[src/rtl/led_pkg.sv]
// Shared constants and helpers for the LED arbiter slice.
package led_pkg;

  localparam int LED_W = 2;

  localparam logic [1:0] ST_IDLE = 2'd0;
  localparam logic [1:0] ST_HOLD = 2'd1;
  localparam logic [1:0] ST_OWN  = 2'd2;

  // Ceiling log2; clog2(1) = 0.
  function automatic int clog2(input int value);
    int r;
    int v;
    r = 0;
    v = value - 1;
    while (v > 0) begin
      r = r + 1;
      v = v >>> 1;
    end
    return r;
  endfunction

  // Counter width able to hold 0..n-1, never narrower than one bit.
  function automatic int cnt_w(input int n);
    return (clog2(n) < 1) ? 1 : clog2(n);
  endfunction

endpackage

[src/rtl/led_tick_gen.sv]
// Prescaler: one-cycle tick pulse every CLK_HZ/TICK_HZ clocks.
module led_tick_gen
  import led_pkg::*;
#(
  parameter int CLK_HZ  = 12000000,
  parameter int TICK_HZ = 1000
) (
  input  logic clk,
  input  logic rst_n,
  output logic tick
);

  localparam int DIV = CLK_HZ / TICK_HZ;
  localparam int PW  = cnt_w(DIV);

  logic [PW-1:0] pre_cnt_q, pre_cnt_d;
  logic          tick_q, tick_d;

  // Wrap the prescaler at DIV-1 and pulse tick on the following cycle.
  always_comb begin
    tick_d    = (pre_cnt_q == PW'(DIV - 1));
    pre_cnt_d = tick_d ? '0 : pre_cnt_q + PW'(1);
  end

  // Prescaler state registers.
  always_ff @(posedge clk or negedge rst_n) begin
    if (!rst_n) begin
      pre_cnt_q <= '0;
      tick_q    <= 1'b0;
    end else begin
      pre_cnt_q <= pre_cnt_d;
      tick_q    <= tick_d;
    end
  end

  assign tick = tick_q;

endmodule

[src/rtl/led_arbiter.sv]
// Fixed-priority LED sharing with minimum hold, blink and global PWM dimming.
module led_arbiter
  import led_pkg::*;
#(
  parameter int CLK_HZ      = 12000000,
  parameter int TICK_HZ     = 1000,
  parameter int NREQ        = 4,
  parameter int HOLD_TICKS  = 100,
  parameter int BLINK_TICKS = 250,
  parameter int PWM_BITS    = 4
) (
  input  logic                  clk,
  input  logic                  rst_n,
  input  logic [NREQ-1:0]       req,
  input  logic [LED_W*NREQ-1:0] req_led,
  input  logic [NREQ-1:0]       req_blink,
  input  logic [PWM_BITS-1:0]   bright,
  output logic [NREQ-1:0]       grant,
  output logic                  busy,
  output logic                  tick,
  output logic [LED_W-1:0]      led
);

  localparam int HW = cnt_w(HOLD_TICKS);
  localparam int BW = cnt_w(BLINK_TICKS);

  logic                tick_w;
  logic [1:0]          state_q, state_d;
  logic [NREQ-1:0]     grant_q, grant_d;
  logic [HW-1:0]       hold_cnt_q, hold_cnt_d;
  logic [LED_W-1:0]    pat_q, pat_d;
  logic [BW-1:0]       blink_cnt_q, blink_cnt_d;
  logic                phase_q, phase_d;
  logic [PWM_BITS-1:0] pwm_cnt_q, pwm_cnt_d;
  logic [LED_W-1:0]    led_q, led_d;
  logic                busy_q, busy_d;

  logic [NREQ-1:0]     prio_req;
  logic                owner_req;
  logic                higher_req;
  logic                rearb;
  logic [LED_W-1:0]    pat_sel;
  logic                blink_sel;
  logic                phase_ok;
  logic                pwm_on;

  led_tick_gen #(
    .CLK_HZ (CLK_HZ),
    .TICK_HZ(TICK_HZ)
  ) u_tick_gen (
    .clk  (clk),
    .rst_n(rst_n),
    .tick (tick_w)
  );

  // Priority encode requests and run the IDLE/HOLD/OWN grant FSM.
  always_comb begin
    // Isolate the lowest set bit: index 0 has highest priority.
    prio_req   = req & (~req + NREQ'(1));
    owner_req  = |(req & grant_q);
    // grant_q is one-hot in HOLD/OWN, so grant_q-1 masks every higher-priority index.
    higher_req = |(req & (grant_q - NREQ'(1)));
    state_d    = state_q;
    grant_d    = grant_q;
    hold_cnt_d = hold_cnt_q;
    rearb      = 1'b0;

    case (state_q)
      ST_IDLE: begin
        if (|req) begin
          grant_d    = prio_req;
          state_d    = ST_HOLD;
          hold_cnt_d = '0;
        end
      end
      ST_HOLD: begin
        if (tick_w) begin
          if (hold_cnt_q == HW'(HOLD_TICKS - 1)) begin
            rearb = 1'b1;
          end else begin
            hold_cnt_d = hold_cnt_q + HW'(1);
          end
        end
      end
      ST_OWN: begin
        rearb = 1'b1;
      end
      default: begin
        state_d    = ST_IDLE;
        grant_d    = '0;
        hold_cnt_d = '0;
      end
    endcase

    // Hold expiry and OWN share one arbitration decision.
    if (rearb) begin
      if (higher_req) begin
        grant_d    = prio_req;
        state_d    = ST_HOLD;
        hold_cnt_d = '0;
      end else if (owner_req) begin
        state_d = ST_OWN;
      end else if (|req) begin
        grant_d    = prio_req;
        state_d    = ST_HOLD;
        hold_cnt_d = '0;
      end else begin
        grant_d    = '0;
        state_d    = ST_IDLE;
        hold_cnt_d = '0;
      end
    end
  end

  // Select the owner's pattern, run blink phase and PWM, and form the LED drive.
  always_comb begin
    pat_sel   = '0;
    blink_sel = 1'b0;
    for (int unsigned i = 0; i < NREQ; i++) begin
      if (grant_q[i]) begin
        pat_sel   = pat_sel | req_led[LED_W*i +: LED_W];
        blink_sel = blink_sel | req_blink[i];
      end
    end

    // pat_d feeds the LED directly so the LED follows the grant by one cycle.
    if (grant_q == '0) begin
      pat_d = '0;
    end else if (owner_req) begin
      pat_d = pat_sel;
    end else begin
      pat_d = pat_q;
    end

    blink_cnt_d = blink_cnt_q;
    phase_d     = phase_q;
    if (grant_d != grant_q) begin
      blink_cnt_d = '0;
      phase_d     = 1'b1;
    end else if (tick_w) begin
      if (blink_cnt_q == BW'(BLINK_TICKS - 1)) begin
        blink_cnt_d = '0;
        phase_d     = ~phase_q;
      end else begin
        blink_cnt_d = blink_cnt_q + BW'(1);
      end
    end

    pwm_cnt_d = pwm_cnt_q + PWM_BITS'(1);
    pwm_on    = (&bright) | (pwm_cnt_q < bright);
    phase_ok  = ~blink_sel | phase_q;
    led_d     = pat_d & {LED_W{phase_ok}} & {LED_W{pwm_on}};
    busy_d    = |grant_d;
  end

  // Arbiter and LED output registers.
  always_ff @(posedge clk or negedge rst_n) begin
    if (!rst_n) begin
      state_q     <= ST_IDLE;
      grant_q     <= '0;
      hold_cnt_q  <= '0;
      pat_q       <= '0;
      blink_cnt_q <= '0;
      phase_q     <= 1'b1;
      pwm_cnt_q   <= '0;
      led_q       <= '0;
      busy_q      <= 1'b0;
    end else begin
      state_q     <= state_d;
      grant_q     <= grant_d;
      hold_cnt_q  <= hold_cnt_d;
      pat_q       <= pat_d;
      blink_cnt_q <= blink_cnt_d;
      phase_q     <= phase_d;
      pwm_cnt_q   <= pwm_cnt_d;
      led_q       <= led_d;
      busy_q      <= busy_d;
    end
  end

  assign grant = grant_q;
  assign busy  = busy_q;
  assign tick  = tick_w;
  assign led   = led_q;

endmodule

[config.mk]
export PLATFORM = sky130hd
export DESIGN_NAME = led_arbiter
export DESIGN_NICKNAME = d
export VERILOG_FILES = /design/src/rtl/led_pkg.sv /design/src/rtl/led_tick_gen.sv /design/src/rtl/led_arbiter.sv
export SDC_FILE = /design/constraint.sdc
export NUM_CORES = 1
export LEC_CHECK = 0
export BUFFER_PORTS_ARGS = -buffer_cell sky130_fd_sc_hd__buf_4
export CAP_MARGIN = 25
export CORE_MARGIN = 2
export CORE_UTILIZATION = 40
export CTS_BUF_LIST = sky130_fd_sc_hd__clkbuf_4
export DETAILED_ROUTE_END_ITERATION = 12
export SYNTH_ARGS = -nofsm -noshare
export SYNTH_HDL_FRONTEND = slang
export SYNTH_SLANG_ARGS = --single-unit
[constraint.sdc]
create_clock -name clk -period 6.75 [get_ports clk]
set_clock_uncertainty 0.05 [all_clocks]
set_input_delay 1.35 -clock clk [delete_from_list [all_inputs] [get_ports clk]]
set_output_delay 1.35 -clock clk [all_outputs]
set_load 0.03 [all_outputs]
==> parameters.txt <==
Parameter                              Value

CTS
  Reg clk slew, reported paths ... about 0.13 ns
  Number of sinks driven by the clock tree ... between 40 and 50
  Gates resized, CTS repair ... 0
  Clock tree from TritonCTS ... done
  Setup repair bufs after CTS ... 0
  CTS Hold Bufs ... 0
  Clock root buffer ... sky130_fd_sc_hd__clkbuf_4
  Clock insertion delay at the later pin of the skew report ... ~0.36 ns
  CTS Buf Count ... 5
  Level count of the clock H-tree ... 2
  Maximum count of clock buffers along a single path ... 2

Synthesis
  Async set or reset register ratio after synthesis ... 1.000
  Post-synth net total ... 350
  Cell accounting for the most synthesized area ... sky130_fd_sc_hd__dfrtp_1
  Post-synthesis cell area ... roughly 2800 um2
  Count of cell types in the netlist ... 55
  Yosys synthesis warning count ... 0
  Synth top cells by count ... sky130_fd_sc_hd__dfrtp_1, sky130_fd_sc_hd__nor2_1, sky130_fd_sc_hd__nand2_1
  Yosys top cell area share ... 0.3986
  Post-synthesis sequential area ratio ... 0.4079
  Top-count cell post-synth ... sky130_fd_sc_hd__dfrtp_1
  Flops & latches, synth ... 46
  Synthesized area divided by synthesized cell count ... roughly 9 um2
  Top FF cell, synth ... sky130_fd_sc_hd__dfrtp_1
  Number of synthesized flops with an enable pin ... 0
  Gate Count Post-Synth ... approximately 320
  Top cells by area, synth ... sky130_fd_sc_hd__dfrtp_1, sky130_fd_sc_hd__ha_1, sky130_fd_sc_hd__nor2_1, sky130_fd_sc_hd__nand2_1, sky130_fd_sc_hd__o21ai_0

Power
  Net switching power of the design ... approximately 300 uW
  Portion of total power attributed to the clock network ... 0.215
  Fraction of power spent switching nets ... 0.3876
  Part of the total power dissipated in combinational logic ... 0.361
  Power share of the sequential group ... 0.424
  Cell Pwr Density ... approximately 250 nW/um2
  Static leakage ... 1.474 nW
  Peak ir drop on the vdd network ... around 0.14 mV
  Internal power ... ~480 uW

Finish
  Total of fill cells in the finished design ... roughly 700
  Syn-to-layout area delta ... 12.89%
  Total number of nets in the final design ... 374
  Share of post-route cells with drive strength above 1 ... 0.1588
  Antenna diodes ... 0

Timing
  Unrepaired setup endpoints after global routing ... false
  Final Critical Period ... a little over 3 ns
  Final worst-path cycle share ... 0.4489
  Pins Over Slew Limit ... 0
  Hold Slack ... approximately 0.45 ns
  Number of hold violations in the final report ... 0
  Final setup vio count ... 0
  Slew margin rel. ... 0.5214
  Transition time of the tightest slew-check pin ... 0.7179 ns
  Post-route setup TNS ... 0 ns
  Highest clock rate ... between 0.3 and 0.4 GHz

Worst setup path
  Cell at the slowest stage of the critical path ... sky130_fd_sc_hd__or4_1
  Critical Path AT ... 3.26 ns
  Largest stage delay, worst path ... 0.62 ns
  Worst Setup Path Type ... primary input to flip-flop
  List of cells traversed by the critical path ... buf_4, nor4_1, or2_2, o221ai_1, or4_1
  Capturing element type of the critical path ... flip-flop
  Highest fanout seen on the critical path ... 10
  Worst path required time ... about 7.0 ns
  Setup crit start kind ... primary input
  Worst path bufs/invs ... 1
  Critical path's top delay family ... simple AND/OR/NAND/NOR gates

Drt
  Via density ... approximately 5.4
  Remaining design rule violation count ... 0
  Detailed-route wire length per cell ... 13.71 um
  Violation count after the first detailed-routing iteration ... between 100 and 150
  Wirelength, routed ... 5.976 mm
  Routed Antenna Nets ... 0
  Drt first pass iters ... 4
  Vias post-DR ... around 2400

Floorplanning
  Total Die Area ... approximately 7800 um2
  Rows ... 30
  Height of the die ... approximately 88 um
  Die width ... 88.04 um
  Placeable core region ... between 6000 and 7000 um2
  Number of I/O pins ... 30
  Initial standard-cell utilization of the core ... 0.4136

Placed design
  Port Buf Inserts ... 29
  Routability cong. ... about 0.82
  Estimated wirelength of the detail-placed design ... 4.297 mm

GRT
  Met1 demand-to-capacity share in global routing ... 0.2254
  Sum of overflow across all layers after global routing ... 0
  Global-route wire length before repair ... approximately 10 mm
  Met2 layer usage reported by global route ... 0.2762
  Met3 Usage GRT ... 0.02545
  Layer with the highest usage ... met2
  Global Route Usage Sum ... 0.1656
  Largest net degree at the start of global routing ... 47
  Initial antenna violation count ... 0
  Vias in the first global route ... 2191

Hold path
  Worst min-delay path category ... flip-flop to flip-flop

Run status
  Outcome ... completed

Flow run
  Max cap viols ... 0
==> path summary, 6_finish.rpt <==
| path | start | endpoint | slack (ns) | depth (start not counted) |
|---|---|---|---|---|
| max in group asynchronous | rst_n | u_tick_gen.pre_cnt_q[5] | 5.33 | 1 |
| setup reg to reg | state_q[0] | phase_q | 3.75 | 9 |
| hold / removal | pwm_cnt_q[3] | pwm_cnt_q[3] | 0.45 | 1 |
| min in group asynchronous | rst_n | pat_q[1] | 0.92 | 1 |
| setup / recovery | req[0] | phase_q | 3.72 | 5 |
| hold reg to reg | pwm_cnt_q[3] | pwm_cnt_q[3] | 0.45 | 1 |
==> layout make-up <==
class | instances | area (um2) | share of cell area
timing repair buffer | 31 | 232.7 | 0.07297
sequential | 46 | 1152 | 0.3613
tap | 96 | 120.1 | 0.03766
clock buffer | 5 | 37.54 | 0.01177
multi-input combinational | 241 | 1550 | 0.4861
clock inverter | 3 | 43.79 | 0.01373
inverter | 14 | 52.55 | 0.01648
==> per-layer routing <==
layer | routed length (um) | up-vias
met1 | 2991 | 1124
li1 | - | 1184
met3 | 181 | 7
met5 | 0 | -
met2 | 2746 | 47
met4 | 57 | 0
==> per-stage QoR <==
stage	cells	cell area [um2]	worst slack, ns	utilization	total power, mW
after floorplan	315	2825	3.608	-	0.5433
after global placement	427	3100	2.989	0.4538	0.6218
after detailed placement	427	3100	2.949	0.4538	0.6226
after CTS	435	3182	3.322	0.4658	0.7954
after global routing	436	3189	3.555	0.4669	0.8463
final	436	3189	3.720	0.4669	0.7889
==> power by group through the flow <==
stage	Clock [mW]	Combinational (mW)	Sequential, mW
after floorplan	0	0.204	0.339
after global placement	0	0.283	0.339
after detailed placement	0	0.284	0.338
after CTS	0.177	0.285	0.334
after global routing	0.191	0.318	0.337
final	0.170	0.284	0.335
==> cell usage in the layout (no fill, tap or decap), types with 3 or more instances in the layout <==
master and instances:
sky130_fd_sc_hd__o21a_1 3, sky130_fd_sc_hd__buf_4 30, sky130_fd_sc_hd__and3b_1 3, sky130_fd_sc_hd__nand2b_1 4, sky130_fd_sc_hd__nand3_1 9, sky130_fd_sc_hd__xor2_1 9, sky130_fd_sc_hd__o211ai_1 3, sky130_fd_sc_hd__nor3b_1 4
sky130_fd_sc_hd__ha_1 13, sky130_fd_sc_hd__nor2b_1 4, sky130_fd_sc_hd__nor2_1 35, sky130_fd_sc_hd__and3_1 6, sky130_fd_sc_hd__a21oi_1 17, sky130_fd_sc_hd__nor4_1 12, sky130_fd_sc_hd__o22ai_1 3, sky130_fd_sc_hd__o21ai_0 18
sky130_fd_sc_hd__and4_1 3, sky130_fd_sc_hd__a22oi_1 9, sky130_fd_sc_hd__clkbuf_4 6, sky130_fd_sc_hd__xnor2_1 9, sky130_fd_sc_hd__nand4_1 5, sky130_fd_sc_hd__nand2_1 28, sky130_fd_sc_hd__nor3_1 6, sky130_fd_sc_hd__a21o_1 3
sky130_fd_sc_hd__and2_1 3, sky130_fd_sc_hd__dfrtp_1 45, sky130_fd_sc_hd__or2_2 3, sky130_fd_sc_hd__inv_1 13
==> cell families (layout without fill, tap and decap cells) <==
family                   after synthesis  after routing  share of synthesized area
adder cells (fa/ha/maj)               13             13                    0.05757
flip-flops                            46             46                     0.4079
multiplexers                           3              3                    0.01107
AND/OR/NAND/NOR                      134            134                     0.2493
AO/OA/AOI/OAI                         73             73                     0.1749
buffers and inverters                 28             53                    0.04340
XOR/XNOR                              18             18                    0.05580
==> state kept, by name, indices dropped and copies added (netlist names), 2 cells and up <==
register              count
blink_cnt_q               8
grant                     4
hold_cnt_q                7
led                       2
pat_q                     2
pwm_cnt_q                 4
state_q                   2
u_tick_gen.pre_cnt_q     14
Power figures use the tool's default switching activity.
